--- config.mk ---
export PLATFORM = sky130hd
export DESIGN_NAME = register_file_sb
export DESIGN_NICKNAME = d
export VERILOG_FILES = /design/src/rtl/register_file_sb.sv
export SDC_FILE = /design/constraint.sdc
export NUM_CORES = 1
export LEC_CHECK = 0
export CAP_MARGIN = 40
export CORE_AREA = 8 8 106 108
export DETAILED_ROUTE_END_ITERATION = 8
export DIE_AREA = 0 0 114 116
export GPL_ROUTABILITY_DRIVEN = 0
export MAX_ROUTING_LAYER = met4
export PLACE_DENSITY = 0.86
export SYNTH_ARGS = -nofsm -noshare
export SYNTH_HDL_FRONTEND = slang
export SYNTH_SLANG_ARGS = --single-unit
--- constraint.sdc ---
create_clock -name clk -period 4.31 [get_ports clk]
set_clock_uncertainty 0.05 [all_clocks]
set_input_delay 0.6465 -clock clk [delete_from_list [all_inputs] [get_ports clk]]
set_output_delay 0.6465 -clock clk [all_outputs]
set_load 0.005 [all_outputs]
--- src/rtl/register_file_sb.sv ---
// Parametrised register file: two combinational read ports, two prioritised
// synchronous write ports, optional zero register and write-to-read bypass, and a per-register pending bit.
module register_file_sb #(
    parameter int N        = 8,
    parameter int M        = 3,
    parameter bit ZERO_REG = 1'b0,
    parameter bit BYPASS   = 1'b1
) (
    input  logic         clk,
    input  logic         rst,
    input  logic [M-1:0] ra1,
    input  logic [M-1:0] ra2,
    output logic [N-1:0] rd1,
    output logic [N-1:0] rd2,
    output logic         rdy1,
    output logic         rdy2,
    input  logic         we3,
    input  logic [M-1:0] wa3,
    input  logic [N-1:0] wd3,
    input  logic         we4,
    input  logic [M-1:0] wa4,
    input  logic [N-1:0] wd4,
    input  logic         alloc,
    input  logic [M-1:0] aa
);
    localparam int DEPTH = 1 << M;

    logic [N-1:0]     regs_reg [DEPTH];
    logic [DEPTH-1:0] pend_reg;
    logic [DEPTH-1:0] pend_next;
    logic [DEPTH-1:0] hit3;
    logic [DEPTH-1:0] hit4;
    logic [DEPTH-1:0] hit_alloc;

    // One-hot decode per register; the zero register never sees a hit.
    generate
        for (genvar gi = 0; gi < DEPTH; gi++) begin : g_dec
            localparam logic [M-1:0] ADDR     = M'(gi);
            localparam bit           WRITABLE = !(ZERO_REG && (gi == 0));
            assign hit3[gi]      = WRITABLE && we3 && (wa3 == ADDR);
            assign hit4[gi]      = WRITABLE && we4 && (wa4 == ADDR);
            assign hit_alloc[gi] = WRITABLE && alloc && (aa == ADDR);
        end
    endgenerate

    // A same-cycle alloc wins over the write's clear: the new producer is still outstanding.
    assign pend_next = hit_alloc | (pend_reg & ~(hit3 | hit4));

    always_ff @(posedge clk) begin
        if (!rst) begin
            for (int i = 0; i < DEPTH; i++) begin
                regs_reg[i] <= '0;
            end
            pend_reg <= '0;
        end else begin
            for (int i = 0; i < DEPTH; i++) begin
                if (hit4[i]) begin
                    regs_reg[i] <= wd4;
                end else if (hit3[i]) begin
                    regs_reg[i] <= wd3;
                end
            end
            pend_reg <= pend_next;
        end
    end

    // Returns {rdy, data} for one read address.
    function automatic logic [N:0] read_port(input logic [M-1:0] ra);
        logic [N:0] r;
        r = {~pend_reg[ra], regs_reg[ra]};
        if (ZERO_REG && (ra == '0)) begin
            r = {1'b1, {N{1'b0}}};
        end else if (BYPASS && we4 && (wa4 == ra)) begin
            r = {1'b1, wd4};
        end else if (BYPASS && we3 && (wa3 == ra)) begin
            r = {1'b1, wd3};
        end
        return r;
    endfunction

    always_comb begin
        {rdy1, rd1} = read_port(ra1);
        {rdy2, rd2} = read_port(ra2);
    end

endmodule

== Word-level counts from Yosys, hierarchy flattened ==
Memories as Yosys holds them, arrays and structs flattened.
Index checks and enable logic that the tools add are counted.
Word-level totals
  output and inout bits: 18
  bits in registers: 8
  bits in latches: 0
  memories: 1
  bits in read-only memories: 0
  memory bits (writable): 64
Operators by class
  multiplexer cells: 81
  div/mod/pow operators: 0
  shift-type cells: 0
  equality and inequality tests: 25
  multiply operators: 0
  bitwise logic cells: 22
  reduce and logical (&&, ||, !) cells: 31
  magnitude comparators: 2
  add/subtract/negate cells: 0
Memory list
  regs_reg: depth 8, bits a word 8, read ports 2, clocked after memory_dff 0, wr ports 8, RTL line 28  | logic [N-1:0] regs_reg [DEPTH];
Operators with widths (number)
  $mux 8: 16
  $mux 1: 59
  $eq 3x3->1 const B: 12
  $mux 9: 4
  $logic_and 1x1->1: 28
  $eq 3x2->1 const B: 6
  $or 1x1->1: 16
  $or 8x8->8: 2
  $eq 3x3->1: 4
  $eq 3x1->1 const B: 3
  $logic_not 3->1: 3
  $and 8x8->8: 1
  $lt 3x4->1 const B: 2
  $not 8->8: 1
  $bmux 1 s3: 2
  $not 1->1: 2

== Longest topological paths before layout ==
Gate-level depths: netlist (run 1).
  depth after elaboration: 7
  depth in mapped cells: 8
  mapped depth without buffers: 4

== Least setup slack after synthesis (run 1) ==
OpenSTA, ideal clock, no wires.
  kind: input to output
  from: input ra1[1]
  to: output rd1[0]
  arrival: 1.825 ns
  data required time: 3.614 ns
  stages: 6
  path slack: 1.789 ns
  cell sequence: buf_6 -> buf_12 -> mux4_2 -> mux2_2 -> mux2i_1 -> o21ai_1
Between the ends
  longest elaborated chain between the ends: 4
  elaborated cells between the ends (all ways): 7
Ends and longest elaborated chain
  start, declared: RTL line 11  | input logic [M-1:0] ra1,
  parallel branches: the longest is 3 deep, another holds $mem_v2 8x8
  $mux 9 (*): RTL line 73  | end else if (BYPASS && we4 && (wa4 == ra)) begin
  end, declared: RTL line 13  | output logic [N-1:0] rd1,
Mark *: on every way between the ends.

== Final worst setup path (run 1) ==
  from: input ra1[2]
  to: output rd1[2]
Same word-level chain as after synthesis.

==> run_results.csv, run 1 <==
group,metric,value,unit
global_routing,antenna_found_initial,0,
routing,drcViolationCount,0,
cts,clockRootBuffer,"clkbuf_8",
yosys,synth_ff_type,"edfxtp_1",
routing,drt_iter0_markers,588,
global_routing,grt_max_degree,21,
floorplan,dieArea,13200,sq um
final_layout,multi_input_area,2760,sq um
yosys,yosys_warnings,0,
worst_setup_path,critPathRequiredTime,3.61,ns
sta,fin_crit_sh,90.1,%
routing,dr.pass1.iters,5,
yosys,yosys-top-cells-area,"edfxtp_1, mux4_2, mux2i_1",
final_layout,antennaDiodeCount,0,
final_layout,nets,491,
pwr,ir_drop,0.139,mV
routing,vias_per_cell,6.83,
pwr,p_per_area,298,nW/um^2
placed_design,place_hpwl,10.2,mm
cts,postCtsSetupBuffers,0,
pwr,power_leakage,0.00226,uW
floorplan,rows,36,
yosys,syn_nets,446,
global_routing,grt_pass1_wl,23.6,mm
yosys,async_flop_share,0,%
cts,clk_latency,0.35,ns
routing,wl,15.1,mm
cts,h-tree-depth,3,
run_status,outcome,"finished, final reports clean",
floorplan,io_pins,54,
cts,cts_resized,0,
sta,timing.hold.ws,0.439,ns
floorplan,die_x,114,microns
routing,wire_per_inst,25.5,microns
yosys,ys_ff_latch,72,
cts,cts_sinks,72,
floorplan,start_util,54.1,%
placed_design,pre_cts_slack,0.413,ns
sta,period_needed,3.89,ns
yosys,synth_edf_count,64,
worst_setup_path,endpoint_kind,"output port",
sta,setup_viol,0,
sta,max_slew_margin,40.2,%
yosys,synth_cell_types,50,
final_layout,register_area,2080,sq um
final_layout,fillers,747,
routing,final_antenna_net_count,0,
min_path,hold_class,"flop to flop",
sta,slew_violations,0,
worst_setup_path,critPathLaunchType,"input port",
placed_design,port-buffer-count,53,
yosys,syn_area_per_cell,12.6,sq um
floorplan,core,9550,sq um
cts,cts_buffers,9,
global_routing,overflow,0,
run,maxCapViolCount,0,
yosys,synth_top_area_share,37.2,%
routing,num_vias,4048,
sta,final_hold_viol_count,0,
yosys,synth_common_cells,"edfxtp_1, mux2i_1, nor2_1, mux2_2, nand2_1",
cts,ctsHoldBuffers,0,
yosys,yosysSeqAreaShare,40.3,%
sta,max_freq,0.257,GHz
sta,setup_slack,0.425,ns
final_layout,layout-drive-gt1-share,21.1,%
sta,rsz0062_at_grt,"no",
yosys,synth_area_leader_cell,"edfxtp_1",
sta,tns,0,ns
final_layout,largest_register_ffs,64,
global_routing,grt_pass1_vias,4183,
worst_setup_path,reg2reg_slack,3.62,ns
global_routing,track_usage,24.7,%
cts,clkSlewWorstSetupHoldPaths,0.08,ns
final_layout,area_growth,14.5,%
sta,tightestPinTransition,0.894,ns
floorplan,die_h,116,microns
worst_setup_path,cp_data_arrival_time,3.19,ns
cts,tritoncts,"done",
worst_setup_path,path_max_fanout,13,
yosys,synth_area,5170,sq um
worst_setup_path,worstSetupPathType,"input port to output port",
yosys,synth.most_common_cell,"edfxtp_1",
cts,ctsLongestPathBuffers,2,
yosys,synthCells,410,
[cell usage in the layout, fill, tap and decap left out, types with 3 or more instances in the layout]
cell              n
o21ai_1           6
dfxtp_1           8
nand2b_1          3
mux4_1           14
clkdlybuf4s50_1  53
nand3b_1          5
a22o_1           16
and2_1            8
nor2b_1           3
mux4_2           22
o21ai_0          11
nand3_1           6
nand4_1           4
inv_1             9
buf_4            23
nor2_1           34
mux2_1            8
and4_1            3
nand4b_1          3
xnor2_1          12
clkinv_2          3
edfxtp_1         64
nand2_1          26
mux2i_1          41
mux2_2           26
o22ai_1          10
clkbuf_8          9
[final timing paths]
path / depth (start not counted) / endpoint / startpoint
setup reg to reg: 2 / pend_reg[2] / pend_reg[2]
hold / removal: 2 / pend_reg[7] / pend_reg[7]
setup / recovery: 7 / rd1[2] / ra1[2]
hold reg to reg: 2 / pend_reg[7] / pend_reg[7]
[critical path, stage by stage]
cell and delay, ns:
clkdlybuf4s50_1 0.97, buf_4 0.30, mux4_1 0.29, mux2_2 0.27, mux2i_1 0.13, o21ai_0 0.11, clkdlybuf4s50_1 0.46
[layout make-up]
class | count | share of cell area [%]
Timing Repair Buffer | 76 | 11.9
Clock buffer | 9 | 2.09
Inverter | 9 | 0.571
Tap cell | 133 | 2.81
Multi-Input combinational cell | 287 | 46.6
Sequential cell | 72 | 35.2
Clock inverter | 7 | 0.804
[layer usage]
| layer | wire [microns] | global-route usage (%) | part of all wire (%) |
|---|---|---|---|
| met5 | 0 | - | 0 |
| met3 | 1740 | 5.32 | 12 |
| met2 | 7160 | 38.2 | 47 |
| met1 | 5430 | 29.1 | 36 |
| met4 | 785 | 15.2 | 5.2 |
[logic make-up after synthesis]
family,count (synthesis),share of synthesized area (%)
AO/OA/AOI/OAI,53,7.07
AND/OR/NAND/NOR,111,12.2
buffers and inverters,51,6.32
flip-flops,72,40.3
multiplexers,111,32.1
XOR/XNOR,12,2.03
[metrics by stage]
stage	std cells	util, %	cell area (sq um)	power [uW]
2_1_floorplan	410	-	5170	1110
3_3_place_gp	576	60.1	5740	1270
3_5_place_dp	577	60.1	5740	1290
4_1_cts	593	61.9	5910	1760
5_1_grt	593	61.9	5910	1830
6_report	593	61.9	5910	1760
[where the power goes]
part           switching, uW  leakage, uW  internal, uW  total [uW]
sequential              31.1     0.000695           822         853
combinational            198      0.00148           230         429
clock                    272    0.0000854           208         480
Power figures use the tool's default switching activity.
==> run 2: changes to the inputs <==
--- a/config.mk
+++ b/config.mk
@@ -12,6 +12,8 @@
 export GPL_ROUTABILITY_DRIVEN = 0
 export MAX_ROUTING_LAYER = met4
 export PLACE_DENSITY = 0.86
+export SKIP_CTS_REPAIR_TIMING = 1
+export SLEW_MARGIN = 10
 export SYNTH_ARGS = -nofsm -noshare
 export SYNTH_HDL_FRONTEND = slang
 export SYNTH_SLANG_ARGS = --single-unit
==> results of run 2 <==
The final DEF is identical to that of run 1; final timing and power are the same.
